`config.mk`:
```
export PLATFORM = sky130hd
export DESIGN_NAME = irrigation_scheduler_flat
export DESIGN_NICKNAME = d
export VERILOG_FILES = /design/src/rtl/irrigation_scheduler_if.sv /design/src/rtl/irrigation_scheduler.sv /design/src/flat_wrapper.sv
export SDC_FILE = /design/constraint.sdc
export NUM_CORES = 1
export LEC_CHECK = 0
export CAP_MARGIN = 20
export CORE_ASPECT_RATIO = 1.2
export CORE_MARGIN = 1.5
export CORE_UTILIZATION = 30
export DETAILED_ROUTE_END_ITERATION = 8
export PLACE_DENSITY = 0.57
export SYNTH_ARGS = -nofsm -noshare
export SYNTH_HDL_FRONTEND = slang
export SYNTH_SLANG_ARGS = --single-unit
```
`constraint.sdc`:
```
create_clock -name clk_1hz -period 5.6 [get_ports clk_1hz]
set_clock_uncertainty 0.2 [all_clocks]
set_input_delay 1.12 -clock clk_1hz [delete_from_list [all_inputs] [get_ports clk_1hz]]
set_output_delay 1.12 -clock clk_1hz [all_outputs]
set_load 0.005 [all_outputs]
```
`src/rtl/irrigation_scheduler_if.sv`:
```
// Control link between the irrigation scheduler (master) and the irrigation controller (slave).
interface irrigation_scheduler_if #(
   parameter int WIDTH = 6
);
   logic             auto_cycle_start;
   logic [1:0]       user_select_manual;
   logic             reset_user;
   logic             quota_wr;
   logic [WIDTH-1:0] quota_set;
   logic             sequencer_active;

   modport master (
      output auto_cycle_start,
      output user_select_manual,
      output reset_user,
      output quota_wr,
      output quota_set,
      input  sequencer_active
   );

   modport slave (
      input  auto_cycle_start,
      input  user_select_manual,
      input  reset_user,
      input  quota_wr,
      input  quota_set,
      output sequencer_active
   );
endinterface

```
`src/rtl/irrigation_scheduler.sv`:
```
// Hour-of-day scheduler: nightly per-zone usage clear and quota reload, plus the daily
// automatic-cycle start with hourly rain retries, driving the irrigation controller.
module irrigation_scheduler #(
   parameter int NUM_USERS    = 4,
   parameter int WIDTH        = 6,
   parameter int SEC_PER_HOUR = 3600,
   parameter int START_HOUR   = 6,
   parameter int RETRY_HOURS  = 2,
   parameter int ACK_TIMEOUT  = 2
) (
   input  logic                   clk_1hz,
   input  logic                   rst_n,
   input  logic                   time_set,
   input  logic [4:0]             time_hour,
   input  logic                   cfg_we,
   input  logic [1:0]             cfg_addr,
   input  logic [WIDTH-1:0]       cfg_data,
   input  logic                   rain,
   irrigation_scheduler_if.master ctrl,
   output logic [4:0]             hour,
   output logic                   busy,
   output logic                   skipped_rain,
   output logic                   start_fail,
   output logic [7:0]             cycle_count
);

   localparam int SEC_W  = (SEC_PER_HOUR > 1) ? $clog2(SEC_PER_HOUR) : 1;
   localparam int ACK_W  = (ACK_TIMEOUT > 1) ? $clog2(ACK_TIMEOUT) : 1;
   localparam int WIN_HI = (START_HOUR + RETRY_HOURS > 23) ? 23 : START_HOUR + RETRY_HOURS;

   localparam logic [SEC_W-1:0] SEC_LAST = SEC_W'(SEC_PER_HOUR - 1);
   localparam logic [SEC_W-1:0] SEC_ONE  = SEC_W'(1);
   localparam logic [ACK_W-1:0] ACK_LAST = ACK_W'(ACK_TIMEOUT - 1);
   localparam logic [ACK_W-1:0] ACK_ONE  = ACK_W'(1);
   localparam logic [1:0]       LAST_U   = 2'(NUM_USERS - 1);

   typedef enum logic [2:0] {
      S_IDLE  = 3'd0,
      S_CLR   = 3'd1,
      S_LOAD  = 3'd2,
      S_START = 3'd3,
      S_ACK   = 3'd4,
      S_RUN   = 3'd5
   } state_t;

   state_t           state_r;
   state_t           state_nx_s;
   logic [SEC_W-1:0] sec_r;
   logic [4:0]       hour_r;
   logic [1:0]       u_r;
   logic [1:0]       u_nx_s;
   logic [ACK_W-1:0] ack_r;
   logic [ACK_W-1:0] ack_nx_s;
   logic [WIDTH-1:0] shadow_r [NUM_USERS];

   logic             done_today_r;
   logic             mid_pend_r;
   logic             start_pend_r;
   logic             skipped_rain_r;
   logic             start_fail_r;
   logic [7:0]       cycle_count_r;
   logic             busy_r;

   logic             hour_tick_s;
   logic             set_ok_s;
   logic             tick_s;
   logic [4:0]       hour_next_s;
   logic             mid_evt_s;
   logic             start_evt_s;

   logic             clr_mid_s;
   logic             clr_start_s;
   logic             set_done_s;
   logic             set_skip_s;
   logic             clr_skip_s;
   logic             set_fail_s;
   logic             clr_fail_s;
   logic             inc_cnt_s;

   logic             acs_s;
   logic             rst_usr_s;
   logic             qwr_s;
   logic [1:0]       sel_s;
   logic [WIDTH-1:0] qset_s;

   // Hour rollover and the events it raises; a valid time load suppresses the tick.
   always_comb begin
      hour_tick_s = (sec_r == SEC_LAST);
      set_ok_s    = time_set && (time_hour < 5'd24);
      tick_s      = hour_tick_s && !set_ok_s;
      if (hour_r == 5'd23) begin
         hour_next_s = 5'd0;
      end else begin
         hour_next_s = hour_r + 5'd1;
      end
      mid_evt_s   = tick_s && (hour_next_s == 5'd0);
      // The midnight clear of done_today also applies when the window starts at hour 0.
      start_evt_s = tick_s
                    && (int'(hour_next_s) >= START_HOUR)
                    && (int'(hour_next_s) <= WIN_HI)
                    && (!done_today_r || mid_evt_s);
   end

   // Seconds and hour counters; a time load restarts the hour from its first second.
   always_ff @(posedge clk_1hz or negedge rst_n) begin
      if (!rst_n) begin
         sec_r  <= {SEC_W{1'b0}};
         hour_r <= 5'd0;
      end else if (set_ok_s) begin
         sec_r  <= {SEC_W{1'b0}};
         hour_r <= time_hour;
      end else if (hour_tick_s) begin
         sec_r  <= {SEC_W{1'b0}};
         hour_r <= hour_next_s;
      end else begin
         sec_r  <= sec_r + SEC_ONE;
      end
   end

   // Daily quota shadow registers, written from the configuration port.
   always_ff @(posedge clk_1hz or negedge rst_n) begin
      if (!rst_n) begin
         for (int i = 0; i < NUM_USERS; i++) begin
            shadow_r[i] <= {WIDTH{1'b0}};
         end
      end else if (cfg_we && (int'(cfg_addr) < NUM_USERS)) begin
         shadow_r[cfg_addr] <= cfg_data;
      end
   end

   // Next-state decode plus the strobe values for the state being occupied.
   always_comb begin
      state_nx_s  = state_r;
      u_nx_s      = u_r;
      ack_nx_s    = ack_r;
      clr_mid_s   = 1'b0;
      clr_start_s = 1'b0;
      set_done_s  = 1'b0;
      set_skip_s  = 1'b0;
      clr_skip_s  = 1'b0;
      set_fail_s  = 1'b0;
      clr_fail_s  = 1'b0;
      inc_cnt_s   = 1'b0;
      case (state_r)
         S_IDLE: begin
            if (mid_pend_r && !ctrl.sequencer_active) begin
               state_nx_s = S_CLR;
               u_nx_s     = 2'd0;
               clr_mid_s  = 1'b1;
            end else if (start_pend_r && rain) begin
               clr_start_s = 1'b1;
               set_skip_s  = 1'b1;
            end else if (start_pend_r && ctrl.sequencer_active) begin
               clr_start_s = 1'b1;
               set_done_s  = 1'b1;
            end else if (start_pend_r) begin
               state_nx_s  = S_START;
               clr_start_s = 1'b1;
               set_done_s  = 1'b1;
            end else begin
               state_nx_s = S_IDLE;
            end
         end
         S_CLR: begin
            state_nx_s = S_LOAD;
         end
         S_LOAD: begin
            if (u_r == LAST_U) begin
               state_nx_s = S_IDLE;
            end else begin
               u_nx_s     = u_r + 2'd1;
               state_nx_s = S_CLR;
            end
         end
         S_START: begin
            state_nx_s = S_ACK;
            ack_nx_s   = {ACK_W{1'b0}};
         end
         S_ACK: begin
            if (ctrl.sequencer_active) begin
               state_nx_s = S_RUN;
               clr_fail_s = 1'b1;
               clr_skip_s = 1'b1;
            end else if (ack_r == ACK_LAST) begin
               state_nx_s = S_IDLE;
               set_fail_s = 1'b1;
            end else begin
               ack_nx_s = ack_r + ACK_ONE;
            end
         end
         S_RUN: begin
            if (!ctrl.sequencer_active) begin
               state_nx_s = S_IDLE;
               inc_cnt_s  = 1'b1;
            end else begin
               state_nx_s = S_RUN;
            end
         end
         default: begin
            state_nx_s = S_IDLE;
         end
      endcase

      acs_s     = (state_r == S_START);
      rst_usr_s = (state_r == S_CLR);
      qwr_s     = (state_r == S_LOAD);
      if ((state_r == S_CLR) || (state_r == S_LOAD)) begin
         sel_s = u_r;
      end else begin
         sel_s = 2'd0;
      end
      if (state_r == S_LOAD) begin
         qset_s = shadow_r[u_r];
      end else begin
         qset_s = {WIDTH{1'b0}};
      end
   end

   // FSM state, zone index and acknowledge counter.
   always_ff @(posedge clk_1hz or negedge rst_n) begin
      if (!rst_n) begin
         state_r <= S_IDLE;
         u_r     <= 2'd0;
         ack_r   <= {ACK_W{1'b0}};
      end else begin
         state_r <= state_nx_s;
         u_r     <= u_nx_s;
         ack_r   <= ack_nx_s;
      end
   end

   // Pending events, daily bookkeeping and sticky status; a new event beats a same-cycle clear.
   always_ff @(posedge clk_1hz or negedge rst_n) begin
      if (!rst_n) begin
         mid_pend_r     <= 1'b0;
         start_pend_r   <= 1'b0;
         done_today_r   <= 1'b0;
         skipped_rain_r <= 1'b0;
         start_fail_r   <= 1'b0;
         cycle_count_r  <= 8'd0;
         busy_r         <= 1'b0;
      end else begin
         mid_pend_r   <= mid_evt_s   || (mid_pend_r   && !clr_mid_s);
         start_pend_r <= start_evt_s || (start_pend_r && !clr_start_s);
         if (mid_evt_s) begin
            done_today_r <= 1'b0;
         end else if (set_done_s) begin
            done_today_r <= 1'b1;
         end else begin
            done_today_r <= done_today_r;
         end
         if (set_skip_s) begin
            skipped_rain_r <= 1'b1;
         end else if (clr_skip_s) begin
            skipped_rain_r <= 1'b0;
         end else begin
            skipped_rain_r <= skipped_rain_r;
         end
         if (set_fail_s) begin
            start_fail_r <= 1'b1;
         end else if (clr_fail_s) begin
            start_fail_r <= 1'b0;
         end else begin
            start_fail_r <= start_fail_r;
         end
         if (inc_cnt_s && (cycle_count_r != 8'd255)) begin
            cycle_count_r <= cycle_count_r + 8'd1;
         end else begin
            cycle_count_r <= cycle_count_r;
         end
         busy_r <= (state_nx_s != S_IDLE);
      end
   end

   // Controller strobes lag the state by one edge so each lasts exactly one period.
   always_ff @(posedge clk_1hz or negedge rst_n) begin
      if (!rst_n) begin
         ctrl.auto_cycle_start   <= 1'b0;
         ctrl.reset_user         <= 1'b0;
         ctrl.quota_wr           <= 1'b0;
         ctrl.user_select_manual <= 2'd0;
         ctrl.quota_set          <= {WIDTH{1'b0}};
      end else begin
         ctrl.auto_cycle_start   <= acs_s;
         ctrl.reset_user         <= rst_usr_s;
         ctrl.quota_wr           <= qwr_s;
         ctrl.user_select_manual <= sel_s;
         ctrl.quota_set          <= qset_s;
      end
   end

   assign hour         = hour_r;
   assign busy         = busy_r;
   assign skipped_rain = skipped_rain_r;
   assign start_fail   = start_fail_r;
   assign cycle_count  = cycle_count_r;

endmodule

```
`src/flat_wrapper.sv`:
```
// flat-port wrapper written by rule: the top's interface ports become plain ports
module irrigation_scheduler_flat 
#(
   parameter int NUM_USERS    = 4,
   parameter int WIDTH        = 6,
   parameter int SEC_PER_HOUR = 3600,
   parameter int START_HOUR   = 6,
   parameter int RETRY_HOURS  = 2,
   parameter int ACK_TIMEOUT  = 2
)
  (clk_1hz, rst_n, time_set, time_hour, cfg_we, cfg_addr, cfg_data, rain, hour, busy, skipped_rain, start_fail, cycle_count, ctrl_auto_cycle_start, ctrl_user_select_manual, ctrl_reset_user, ctrl_quota_wr, ctrl_quota_set, ctrl_sequencer_active);
  irrigation_scheduler_if #(.WIDTH(WIDTH)) ctrl_i ();
  input  logic clk_1hz;
  input  logic rst_n;
  input  logic time_set;
  input  logic [4:0] time_hour;
  input  logic cfg_we;
  input  logic [1:0] cfg_addr;
  input  logic [WIDTH-1:0] cfg_data;
  input  logic rain;
  output logic [4:0] hour;
  output logic busy;
  output logic skipped_rain;
  output logic start_fail;
  output logic [7:0] cycle_count;
  output wire logic [$bits(ctrl_i.auto_cycle_start)-1:0] ctrl_auto_cycle_start;
  output wire logic [$bits(ctrl_i.user_select_manual)-1:0] ctrl_user_select_manual;
  output wire logic [$bits(ctrl_i.reset_user)-1:0] ctrl_reset_user;
  output wire logic [$bits(ctrl_i.quota_wr)-1:0] ctrl_quota_wr;
  output wire logic [$bits(ctrl_i.quota_set)-1:0] ctrl_quota_set;
  input wire logic [$bits(ctrl_i.sequencer_active)-1:0] ctrl_sequencer_active;
  assign ctrl_auto_cycle_start = ctrl_i.auto_cycle_start;
  assign ctrl_user_select_manual = ctrl_i.user_select_manual;
  assign ctrl_reset_user = ctrl_i.reset_user;
  assign ctrl_quota_wr = ctrl_i.quota_wr;
  assign ctrl_quota_set = ctrl_i.quota_set;
  assign ctrl_i.sequencer_active = ctrl_sequencer_active;
  irrigation_scheduler #(.NUM_USERS(NUM_USERS), .WIDTH(WIDTH), .SEC_PER_HOUR(SEC_PER_HOUR), .START_HOUR(START_HOUR), .RETRY_HOURS(RETRY_HOURS), .ACK_TIMEOUT(ACK_TIMEOUT)) u_core (.clk_1hz(clk_1hz), .rst_n(rst_n), .time_set(time_set), .time_hour(time_hour), .cfg_we(cfg_we), .cfg_addr(cfg_addr), .cfg_data(cfg_data), .rain(rain), .ctrl(ctrl_i), .hour(hour), .busy(busy), .skipped_rain(skipped_rain), .start_fail(start_fail), .cycle_count(cycle_count));
endmodule
```
==> Yosys cells after proc, flatten, opt, wreduce, memory -nomap -nowiden <==
Index checks and enable logic that the tools add are counted.
{ "classes": {"n_addsub": 5, "order_cmp": 6, "eq_ne": 12, "muxes": 53, "bitwise_logic": 2, "reduce_logical": 33} }
{ "ops": {"columns": ["operator", "n"], "rows": [
  ["$mux 1", 28],
  ["$bwmux 24", 1],
  ["$mux 12", 2],
  ["$mux 6", 4],
  ["$mux 3", 6],
  ["$pmux 3 s6", 1],
  ["$mux 5", 3],
  ["$logic_and 1x1->1", 13],
  ["$add 12x1->12 const B", 1],
  ["$bmux 6 s2", 1],
  ["$demux 6 s2", 1],
  ["$eq 12x12->1 const B", 1],
  ["$reduce_bool 2->1", 6],
  ["$add 8x1->8 const B", 1],
  ["$mux 2", 4],
  ["$ne 8x8->1 const B", 1],
  ["$eq 3x2->1 const B", 2],
  ["$eq 3x3->1 const B", 2],
  ["$ge 3x3->1 const B", 2],
  ["$not 2->3", 2],
  ["$add 5x1->5 const B", 1],
  ["$eq 5x5->1 const B", 1],
  ["$ge 5x3->1 const B", 1],
  ["$le 5x4->1 const B", 1],
  ["other kinds (17)", 25]
]} }
{ "totals": {"ff_bits": 72, "input_bits": 19, "output_inout_bits": 27, "word_cells": 132} }

==> Depth between registers and ports, before layout <==
{ "depth": {"depth_word": 8, "depth_mapped": 7, "ltp_nobuf": 5} }

==> Least setup slack after synthesis <==
No wires, ideal clock.
{ "synth_timing": {"kind": "in2reg", "from": "input port ctrl_sequencer_active", "to": "register u_core.cycle_count_r[6], in the netlist u_core.cycle_count[6]", "setup_ns": 0.124, "arrival_ns": 2.265, "required_ns": 5.276, "slack_ns": 3.011, "path_stages": 5, "path_buffers": 1, "cell_sequence": "clkbuf_1 nor4bb_1 o31ai_2 or3_1 xnor2_1"} }
{ "synth_via": {"elab_chain_cells": 3} }
{ "synth_rtl": {"columns": ["element", "line", "text"], "rows": [
  ["start: declaration", "flat_wrapper.sv:31", "input wire logic [$bits(ctrl_i.sequencer_active)-1:0] ctrl_sequencer_active;"],
  ["$mux 1", "irrigation_scheduler.sv:192", "if (!ctrl.sequencer_active) begin"],
  ["$mux 1", "irrigation_scheduler.sv:144", "case (state_r)"],
  ["$logic_and 1x1->1", "irrigation_scheduler.sv:266", "if (inc_cnt_s && (cycle_count_r != 8'd255)) begin"],
  ["end signal: assignment", "irrigation_scheduler.sv:267", "cycle_count_r <= cycle_count_r + 8'd1;"],
  ["end signal: assignment", "irrigation_scheduler.sv:269", "cycle_count_r <= cycle_count_r;"],
  ["end: declaration", "irrigation_scheduler.sv:61", "logic [7:0] cycle_count_r;"]
]} }
No other way between the ends.
A chain may end at the register's enable or synchronous reset.

==> Final worst setup path <==
Ends and elaborated chain as after synthesis.

==> flow_metrics.tcl <==
set metrics [dict create \
    cp.arrival_ns 2.87 \
    synthXorXnorAreaFrac 0.0472 \
    ys_seq_area_frac 0.539 \
    layout.nets 349 \
    power_leakage_nw 1.82 \
    die_w_microns 99.3 \
    synthMuxAreaShare 0.143 \
    antenna_found_initial 0 \
    drt_iter0_markers 73 \
    p_per_area_nw_per_um2 348 \
    cp_num_buf_inv 1 \
    syn_to_final_growth_pct 25.3 \
    avgSynthCellArea_sq_um 12.0 \
    p_total_w 0.00146 \
    rows 42 \
    post_drt_wl_per_cell_microns 14.5 \
    async_reset_ff_frac 1.00 \
    outcome "complete, no violations" \
    yosys.area_share.simple 0.159 \
    multiInputGateArea_sq_um 1470 \
    worstPathRequired_ns 5.61 \
    syn_inst 279 \
    slowest_stage "clkdlybuf4s50_1" \
    yosysTopAreaCellShare 0.539 \
    synth_fa_ha_area_frac 0.0150 \
    hold_path.class "flop to flop" \
    root_buffer "clkbuf_16" \
    power_switching_w 0.000382 \
    worst_r2r_path_depth 5 \
    synth_cell_types 50 \
    synth.most_common_cell "dfrtp_1" \
    core_area_sq_um 10900 \
    cts.sinks 72 \
    fin_util 0.383 \
    setup_viol 0 \
    synth_ff_type "dfrtp_1" \
    insertion_delay_ns 0.33 \
    drt_pass1_iterations 4 \
    post-route-drc-count 0 \
    die-area_sq_um 11800 \
    synth_top_family_by_area "simple AND/OR/NAND/NOR gates" \
    finalMaxSlewViolations 0 \
    cts_tree "yes" \
    cts_buffers 9 \
    comb_power_share 0.184 \
    grt_pass1_wl_microns 11500 \
    critPathMaxFanout 10 \
    regArea_sq_um 1800 \
    io_pins 46 \
    grt_max_degree 44 \
    detail-route-antenna-nets 0 \
    ctsResizeCount 0 \
    globalRouteOverflowTotal 0 \
    num-fill-cells 1070 \
    holdBufCountCts 0 \
    initial_core_util 0.306 \
    fin_setup_tns_ns 0 \
    p_sw_frac 0.262 \
    synth.area.top_cells "dfrtp_1 (54%), mux2_2 (9.1%), mux4_2 (4.0%)" \
    syn_area_sq_um 3340 \
    yosysTopAreaCell "dfrtp_1" \
    yosysWarnings 0 \
    path_depth 5 \
    grt_pass1_vias 2307 \
    rsz0062_at_grt "no" \
    period_share 0.510 \
    critPathMaxStageDelay_ns 0.57 \
    relSlewSlack 0.543 \
    grt_usage 0.126 \
    die-height_microns 119 \
    hold_viol 0 \
    hpwl_microns 4670 \
    synth_seq_cells 72 \
    port_buffers 45 \
    worst_pin_slew_ns 0.685 \
    cap_violations 0 \
    p_int_w 0.00107 \
    diodes 0 \
    post_cts_buffers 0 \
    netlist_top_cells_count "dfrtp_1 (72), mux2_2 (27), nor2_1 (24), nand2_1 (19), o21ai_0 (11)" \
    start_kind "input port" \
    routed_via_density 4.84 \
    synth_compound_area_frac 0.0745 \
    via_count 2239 \
    holdPathStages 1 \
    clock_path_buffers 2 \
    gp_congestion 0.734 \
    cp-end-kind "flop" \
    htreeDepth 3 \
    clk_pin_slew_ns 0.06 \
    p_seq_frac 0.464 \
    wirelength_microns 6720 \
    p_clk_frac 0.352 \
    syn_nets 302 \
    cp_cell_sequence "clkdlybuf4s50_1 -> nor4bb_1 -> o31ai_2 -> or3_1 -> xnor2_1" \
    synth_edf_count 0 \
    ir_drop_v 0.000147 \
    min_period_ns 2.86 \
    critPathKind "input port to flop" \
    max_freq_mhz 350 \
    cpLargestDelayFamily "simple AND/OR/NAND/NOR gates" \
    drive_gt1_frac 0.184 \
]
-- final timing paths --
kind	startpoint	end	slack [ns]
max in group asynchronous	rst_n	u_core.shadow_r[14]	3.56
worst min-delay path	u_core.sec_r[0]	u_core.sec_r[0]	0.26
worst min register to register	u_core.sec_r[0]	u_core.sec_r[0]	0.26
worst max register to register	u_core.hour[0]	u_core.done_today_r	3.28
worst max-delay path	ctrl_sequencer_active	u_core.cycle_count[6]	2.74
min in group asynchronous	rst_n	u_core.done_today_r	0.63
-- flip-flops by register name, indices dropped and copies added (netlist names), 2 cells and up --
register and flops:
u_core.sec_r 12, u_core.cycle_count 8, u_core.u_r 2, u_core.state_r 3, u_core.shadow_r 24, u_core.ctrl.user_select_manual 2, u_core.ctrl.quota_set 6, u_core.hour 5
-- final cells by class --
class                           instances  area share
Multi-Input combinational cell        189       0.350
Clock inverter                          4     0.00478
Tap cell                              132      0.0394
Sequential cell                        72       0.430
Inverter                                7     0.00628
Timing Repair Buffer                   47       0.110
Clock buffer                           12      0.0589
-- kinds of logic after synthesis --
kind of cell | after synthesis
AO/OA/AOI/OAI | 35
XOR/XNOR | 18
adder cells (fa/ha/maj) | 4
buffers and inverters | 18
flip-flops | 72
multiplexers | 37
AND/OR/NAND/NOR | 95
-- layout by cell type, fill, tap and decap left out, types with 2 or more instances in the layout --
cell             instances
a21oi_1                  6
nand4_1                  5
xor2_1                  10
or3_1                    2
o32a_1                   2
nand2_1                 19
nor2_1                  24
nor3_1                   4
o31ai_1                  2
inv_1                    7
o21ai_0                 11
clkbuf_16                9
xnor2_1                  8
nor3b_1                  2
nor2b_1                  2
buf_4                    2
dfrtp_1                 72
nand3_1                 10
clkbuf_1                 2
mux4_2                   6
mux2i_1                  4
nand2b_1                 4
clkdlybuf4s50_1         44
nand3b_1                 2
and3_1                   7
mux2_2                  27
clkinv_2                 4
ha_1                     4
and2_1                   4
-- power groups by stage --
| stage | logic [W] | registers [W] | clock network (W) |
|---|---|---|---|
| after global routing | 0.000296 | 0.000690 | 0.000560 |
| after floorplan | 0.000191 | 0.000639 | 0 |
| after global placement | 0.000267 | 0.000684 | 0 |
| after CTS | 0.000273 | 0.000678 | 0.000530 |
| final | 0.000268 | 0.000675 | 0.000513 |
| after detailed placement | 0.000272 | 0.000686 | 0 |
-- per-stage QoR --
step                hold WS, ns  worst slack, ns  cells  cell area (sq um)
floorplan                 0.233             3.01    279               3340
global placement          0.248             2.43    447               3920
detailed placement        0.256             2.37    447               3920
CTS                       0.264             2.72    463               4190
global route              0.304             2.62    463               4190
finish                    0.258             2.74    463               4190
-- routing by layer --
| metal | global-route usage | wire (microns) | part of all wire |
|---|---|---|---|
| met1 | 0.172 | 3210 | 0.48 |
| met2 | 0.188 | 3100 | 0.46 |
| met5 | 0 | 0 | 0 |
| met4 | 0.0502 | 111 | 0.017 |
| met3 | 0.0349 | 291 | 0.043 |
(Power assumes the default switching activity.)
